`config.mk`:
```
export PLATFORM = sky130hd
export DESIGN_NAME = neur_event_sequencer
export DESIGN_NICKNAME = d
export VERILOG_FILES = /design/src/rtl/neur_event_sequencer.sv
export SDC_FILE = /design/constraint.sdc
export NUM_CORES = 1
export LEC_CHECK = 0
export CAP_MARGIN = 25
export CORE_UTILIZATION = 41
export CTS_CLUSTER_SIZE = 20
export DETAILED_ROUTE_END_ITERATION = 10
export PLACE_DENSITY_LB_ADDON = 0.15
export SLEW_MARGIN = 0
export SYNTH_ARGS = -nofsm -noshare
export SYNTH_HDL_FRONTEND = slang
export SYNTH_SLANG_ARGS = --single-unit
```
`constraint.sdc`:
```
create_clock -name CLK -period 2.15 [get_ports CLK]
set_clock_uncertainty 0.2 [all_clocks]
set_input_delay 0.43 -clock CLK [delete_from_list [all_inputs] [get_ports CLK]]
set_output_delay 0.43 -clock CLK [all_outputs]
set_load 0.005 [all_outputs]
```
`src/rtl/neur_event_sequencer.sv`:
```
// -----------------------------------------------------------------------------
// neur_event_sequencer
//
// Purpose:
//   Turns each AER input event into a full sweep over all N post-synaptic
//   neurons. Every post index gets one SRAM read cycle followed by one
//   write-back cycle on the neuron SRAM. For synaptic events the synapse SRAM
//   is accessed in step, and CTRL_NEUR_EVENT is strobed. For time-reference
//   events the synapse SRAM is left idle and CTRL_NEUR_TREF is strobed. The
//   AER handshake is closed with a 4-phase acknowledge once the sweep is done.
//
// Ports:
//   CLK                     in   system clock, rising edge
//   RSTN_syncn              in   asynchronous active-low reset
//   SPI_GATE_ACTIVITY_sync  in   SPI owns the SRAMs; blocks new events only
//   AERIN_REQ               in   AER request (already synchronous to CLK)
//   AERIN_ADDR[2M:0]        in   [2M] event type (1 = time ref), [M-1:0] pre
//   AERIN_ACK               out  AER acknowledge
//   CTRL_NEUR_EVENT         out  synaptic-event strobe to neuron_core
//   CTRL_NEUR_TREF          out  time-reference strobe to neuron_core
//   CTRL_NEURMEM_CS/WE      out  neuron SRAM chip select / write enable
//   CTRL_NEURMEM_ADDR[M-1:0]      neuron SRAM address (post index)
//   CTRL_SYNARRAY_CS/WE     out  synapse SRAM chip select / write enable
//   CTRL_SYNARRAY_ADDR[2M-4:0]    synapse SRAM address {pre, post[M-1:3]}
//   CTRL_NEUR_BURST_END     out  pulse on the last write-back of a sweep
//   CTRL_BUSY               out  high while a sweep is in progress
// -----------------------------------------------------------------------------
module neur_event_sequencer #(
  parameter int N = 256,
  parameter int M = 8
) (
  input  logic             CLK,
  input  logic             RSTN_syncn,
  input  logic             SPI_GATE_ACTIVITY_sync,
  input  logic             AERIN_REQ,
  input  logic [2*M:0]     AERIN_ADDR,
  output logic             AERIN_ACK,
  output logic             CTRL_NEUR_EVENT,
  output logic             CTRL_NEUR_TREF,
  output logic             CTRL_NEURMEM_CS,
  output logic             CTRL_NEURMEM_WE,
  output logic [M-1:0]     CTRL_NEURMEM_ADDR,
  output logic             CTRL_SYNARRAY_CS,
  output logic             CTRL_SYNARRAY_WE,
  output logic [2*M-4:0]   CTRL_SYNARRAY_ADDR,
  output logic             CTRL_NEUR_BURST_END,
  output logic             CTRL_BUSY
);

  typedef enum logic [1:0] {
    S_IDLE  = 2'd0,
    S_READ  = 2'd1,
    S_WRITE = 2'd2,
    S_ACK   = 2'd3
  } state_t;

  state_t       r_state;
  state_t       w_state_next;

  logic [M-1:0] r_post;     // post-synaptic neuron currently swept
  logic [M-1:0] r_pre;      // latched pre-synaptic neuron
  logic         r_tref;     // latched event type: 1 = time reference

  logic         w_accept;
  logic         w_last_post;
  logic         w_sweep;
  logic         w_addr_unused;

  // Address bits between the type flag and the pre index carry no meaning here.
  assign w_addr_unused = ^AERIN_ADDR[2*M-1:M];

  // A new event is taken only from IDLE, with the handshake low and the SPI
  // not holding the SRAMs. Since IDLE is only reached after REQ has been seen
  // low in ACK, a REQ still high from the previous event cannot re-trigger.
  assign w_accept    = (r_state == S_IDLE) && AERIN_REQ && !AERIN_ACK &&
                       !SPI_GATE_ACTIVITY_sync;
  assign w_last_post = (r_post == M'(N - 1));
  assign w_sweep     = (r_state == S_READ) || (r_state == S_WRITE);

  // State register
  always_ff @(posedge CLK or negedge RSTN_syncn) begin
    if (!RSTN_syncn) begin
      r_state <= S_IDLE;
    end else begin
      r_state <= w_state_next;
    end
  end

  // Event latch and post counter. The counter is cleared on acceptance and
  // otherwise only advances on a write-back that is not the last one, so it
  // never rolls over inside a sweep and parks at N-1 afterwards.
  always_ff @(posedge CLK or negedge RSTN_syncn) begin
    if (!RSTN_syncn) begin
      r_post <= '0;
      r_pre  <= '0;
      r_tref <= 1'b0;
    end else if (w_accept) begin
      r_post <= '0;
      r_pre  <= AERIN_ADDR[M-1:0];
      r_tref <= AERIN_ADDR[2*M];
    end else if ((r_state == S_WRITE) && !w_last_post) begin
      r_post <= r_post + 1'b1;
    end
  end

  // Next-state logic
  always_comb begin
    w_state_next = r_state;
    case (r_state)
      S_IDLE:  if (w_accept) w_state_next = S_READ;
      S_READ:  w_state_next = S_WRITE;
      S_WRITE: w_state_next = w_last_post ? S_ACK : S_READ;
      S_ACK:   if (!AERIN_REQ) w_state_next = S_IDLE;
      default: w_state_next = S_IDLE;
    endcase
  end

  // Outputs decode from registered state only, so the async reset forces
  // them low immediately and the acknowledge is glitch-free.
  always_comb begin
    AERIN_ACK           = (r_state == S_ACK);
    CTRL_BUSY           = w_sweep;
    CTRL_NEURMEM_CS     = w_sweep;
    CTRL_NEURMEM_WE     = (r_state == S_WRITE);
    CTRL_NEUR_EVENT     = w_sweep && !r_tref;
    CTRL_NEUR_TREF      = w_sweep && r_tref;
    CTRL_SYNARRAY_CS    = w_sweep && !r_tref;
    CTRL_SYNARRAY_WE    = (r_state == S_WRITE) && !r_tref;
    CTRL_NEUR_BURST_END = (r_state == S_WRITE) && w_last_post;
    // Addresses follow the registers, so they hold outside a sweep.
    CTRL_NEURMEM_ADDR   = r_post;
    CTRL_SYNARRAY_ADDR  = '0;
    if (!r_tref) begin
      // Eight consecutive post neurons share one synapse SRAM word.
      CTRL_SYNARRAY_ADDR = {r_pre, r_post[M-1:3]};
    end
  end

endmodule

```
* After elaboration in Yosys (flattened, before gate mapping)
Cells that the tools add are included. W data, S select, Z words.
Word-level totals: flip-flop bits (word level) 19, bits of input ports 21, output and inout port bits 30, logic and storage cells 34
Cells by class: add/subtract/negate cells 1, eq/ne operators 6, muxes and demuxes 7, reductions and logical operators 16
Operator list (number):
- $mux W8 | 2
- $mux W13 | 1
- $add A8 B1 Y8 const B | 1
- $eq A8 B8 Y1 const B | 1
- $logic_and A1 B1 Y1 | 8
- $pmux W2 S4 | 1
- $mux W2 | 3
- $eq A2 B2 Y1 const B | 2
- $logic_not A1 Y1 | 4
- $ne A2 B2 Y1 const B | 2
- $eq A2 B1 Y1 const B | 1
- $logic_not A2 Y1 | 1
- $reduce_and A2 Y1 | 1
- $reduce_bool A2 Y1 | 1
- $logic_or A1 B1 Y1 | 1

* Logic depth before layout (Yosys ltp)
Gate-level depths: netlist of the first run.
depth after elaboration 6, mapped depth 7, mapped depth without buffers 5

* Worst setup path before layout of the first run
No wires, ideal clock.
path type reg2out, start point register r_state[0], end point output CTRL_NEUR_BURST_END, arrival time 1109 ps, data required time 1520 ps, setup slack 411 ps, stages on the path, launching flop included 6, path buffers 1, cells stage by stage dfrtp_1 > inv_1 > ha_1 > clkbuf_2 > nand2_1 > nor3_1
On the way: word-level cells in the longest chain between the ends 2
Ends and longest elaborated chain:
- start: declaration | line 57 | state_t r_state;
- start signal: assignment | line 85 | r_state <= w_state_next;
- $eq A2 B2 Y1
- net CTRL_NEURMEM_WE | line 41 | output logic CTRL_NEURMEM_WE,
- $logic_and A1 B1 Y1 | line 129 | CTRL_NEUR_BURST_END = (r_state == S_WRITE) && w_last_post;
- end: declaration | line 46 | output logic CTRL_NEUR_BURST_END,
The timed path passes the listed nets, and every way through them passes these cells.

* Worst setup path in the final report of the first run
start point register r_state[1], end point output CTRL_SYNARRAY_WE
On the way: word-level cells in the longest chain between the ends 2
Ends and longest elaborated chain:
- $eq A2 B2 Y1 | line 128 | CTRL_SYNARRAY_WE = (r_state == S_WRITE) && !r_tref;
- $logic_and A1 B1 Y1 | line 128
- end: declaration | line 44 | output logic CTRL_SYNARRAY_WE,
No other way between the ends.

==> flow_summary_export.csv, run 1 <==
group,metric,value,unit
floorplanning,die_width,53.8,um
synth,synth.distinct_cells,33,
timing,fmax,0.474,GHz
detailed_routing,wirelength,2750,um
global_route,grt_first_pass_wirelength,4370,um
timing,tightest_slew,393,ps
synth,synth_area,1100,um^2
synth,yosys_warnings,0,
timing,setup_viol_count_final,0,
power,ir_drop,0.809,mV
synth,synth_cells,124,
global_route,antenna_found_initial,0,
floorplanning,pin_count,51,
timing,min_period,2110,ps
synth,ys_ff_latch,19,
global_route,grt_overflow,0,
cts,clk_pin_slew,120,ps
synth,yosysTopAreaCellShare,43.2,%
cts,cts_tree,"done",
synth,syn_nets,150,
cts,clk_path_buf_depth,2,
power,power.density,1150,nW/um^2
cts,cts_max_level,1,
detailed_routing,vias,1095,
status,status,"complete, no violations",
power,pwr-share-seq,29.4,%
floorplanning,start_util,44.0,%
detailed_routing,post_drt_wl_per_cell,12.9,um
synth,synth-seq-area-share,43.2,%
floorplanning,die_h,53.8,um
timing,min_period_over_period,98.0,%
floorplanning,core-area,2500,um^2
power,p_switching,0.000718,W
critical_path,worstSetupPathType,"reg -> out",
layout,utilization,69.9,%
worst_hold_path,min_path_type,"in -> async",
place,gp_congestion,0.844,
synth,async_flop_share,100,%
power,p_sw_share,35.8,%
synth,yosysTopAreaCell,"dfrtp_1",
critical_path,critical_path_peak_fanout,3,
power,p_leak,0.980,nW
layout,n_antenna_cell,0,
synth,synth_ff_type,"dfrtp_1",
detailed_routing,drt_iter0_drc,13,
detailed_routing,avgViaCountPerCell,5.14,
layout,most-common-layout-cells,"nand2_1 (34), clkdlybuf4s50_1 (20), dfrtp_1 (18), buf_4 (18), nor2b_1 (12)",
run,cap_violations,0,
detailed_routing,antenna_left,0,
timing,maxSlewHeadroom,73.6,%
place,dpl.hpwl,1990,um
layout,syn2layout_area_growth,58.8,%
power,power.internal,0.00128,W
cts,cts.sinks,19,
cts,cts_buffers,3,
cts,clk_latency,300,ps
floorplanning,die-area,2900,um^2
critical_path,cp_data_arrival_time,1480,ps
synth,synth_area_per_cell,8.88,um^2
detailed_routing,first_pass_iters,4,
power,p_clk_share,9.2,%
power,pwr-share-comb,61.3,%
timing,drv_slew,0,
timing,hold_viol,0,
global_route,first_global_vias,1006,
critical_path,rr_worst_depth,6,
place,io_buffers,42,
layout,final_layout_size_suffix_gt1_share,20.2,%
critical_path,cp.required,1520,ps
cts,cts_root_buffer,"clkbuf_4",
synth,synth_edf_count,0,
layout,nets,210,
timing,worst_slack,42.3,ps
critical_path,crit_path_end_kind,"output port",
floorplanning,rows,18,
layout,num-fill-cells,203,
layout,final_common_cell,"nand2_1",
global_route,grt_usage,21.1,%
global_route,grt_max_degree,20,
critical_path,start_kind,"flip-flop",
synth,synthTopCellsByArea,"dfrtp_1 (43%), nand2_1 (12%), nor2b_1 (7.4%)",
detailed_routing,drcViolationCount,0,
place,place_ws,14.7,ps
==> metrics by stage <==
stage | cell area, um^2 | hold WS (ps) | setup TNS [ps] | power, W | cells
floorplan | 1100 | -65.6 | 0 | 0.00113 | 124
global placement | 1620 | 251 | 0 | 0.00171 | 202
detailed placement | 1620 | 254 | 0 | 0.00175 | 202
CTS | 1700 | 260 | -6.03 | 0.00199 | 211
global route | 1750 | 278 | -26.2 | 0.00216 | 213
finish | 1750 | 252 | 0 | 0.00200 | 213
==> per-layer routing <==
layer  share of wire, %  wire length [um]  GRT usage, %  vias to the layer above
met1                 42              1150          24.6                      520
met5                  0                 0             0                        -
li1                   -                 -             -                      538
met2                 51              1400          36.4                       33
met4               0.84                23          8.33                        0
met3                6.4               177          5.37                        4
==> power groups by stage <==
| stage | registers, W | clock network, W | logic (W) |
|---|---|---|---|
| after floorplan | 0.000608 | 0 | 0.000518 |
| after global placement | 0.000598 | 0 | 0.00112 |
| after detailed placement | 0.000602 | 0 | 0.00115 |
| after CTS | 0.000586 | 0.000188 | 0.00121 |
| after global routing | 0.000610 | 0.000205 | 0.00134 |
| final | 0.000589 | 0.000185 | 0.00123 |
==> critical path: stages, from the launching register on <==
cell     delay, ps
dfrtp_1        420
buf_6          130
buf_4          130
ha_4           160
buf_6          110
nor2b_1        110
buf_2          120
==> repair_timing <==
action	4_1_cts	5_1_grt
hold buffers	0	0
gates cloned	0	0
buffers inserted	5	2
setup endpoints to repair	20	16
resized for setup	26	14
==> sequential cells by signal, summed over array words and instances, names as in the netlist <==
signal	count
CTRL_NEURMEM_ADDR	8
r_state	2
r_tref	1
r_pre	8
==> synth_stat cells, types with 3 or more instances <==
master     n
inv_1      4
nor2_1     4
nand2_1   34
nand3_1    3
mux2i_1    5
dfrtp_1   19
nand2b_1   3
nor3_1     3
ha_1       5
nor2b_1   13
a211oi_1   4
==> path summary, 6_finish.rpt <==
path                                   endpoint  slack (ps)       start
setup / recovery               CTRL_SYNARRAY_WE          40  r_state[1]
hold / removal             CTRL_NEURMEM_ADDR[7]         250  RSTN_syncn
setup reg to reg           CTRL_NEURMEM_ADDR[6]         310  r_state[0]
hold reg to reg                        r_pre[2]         280    r_pre[2]
max in group asynchronous                r_tref        1260  RSTN_syncn
min in group CLK                       r_pre[2]         280    r_pre[2]
==> area by class of cell <==
type	instances	area [um^2]	area share (%)
Tap cell	30	37.5	2.15
Sequential cell	19	477	27.3
Multi-Input combinational cell	94	607	34.7
Clock buffer	4	26.3	1.50
Inverter	4	15.0	0.859
Timing Repair Buffer	62	586	33.5
==> kinds of logic after synthesis <==
group           share of synthesized area [%]
flops                                    43.2
buf+inv                                  4.89
compound gates                           9.09
simple gates                             32.6
mux                                      4.55
fa+ha+maj                                5.68
(Power assumes the default switching activity.)
==> run 2: changes to the inputs <==
Settings changed: ABC_CLOCK_PERIOD_IN_PS set to 2150, CTS_CLUSTER_DIAMETER set to 80.
==> results of run 2 <==
No change in the layout: final DEF, timing and power equal those of run 1.
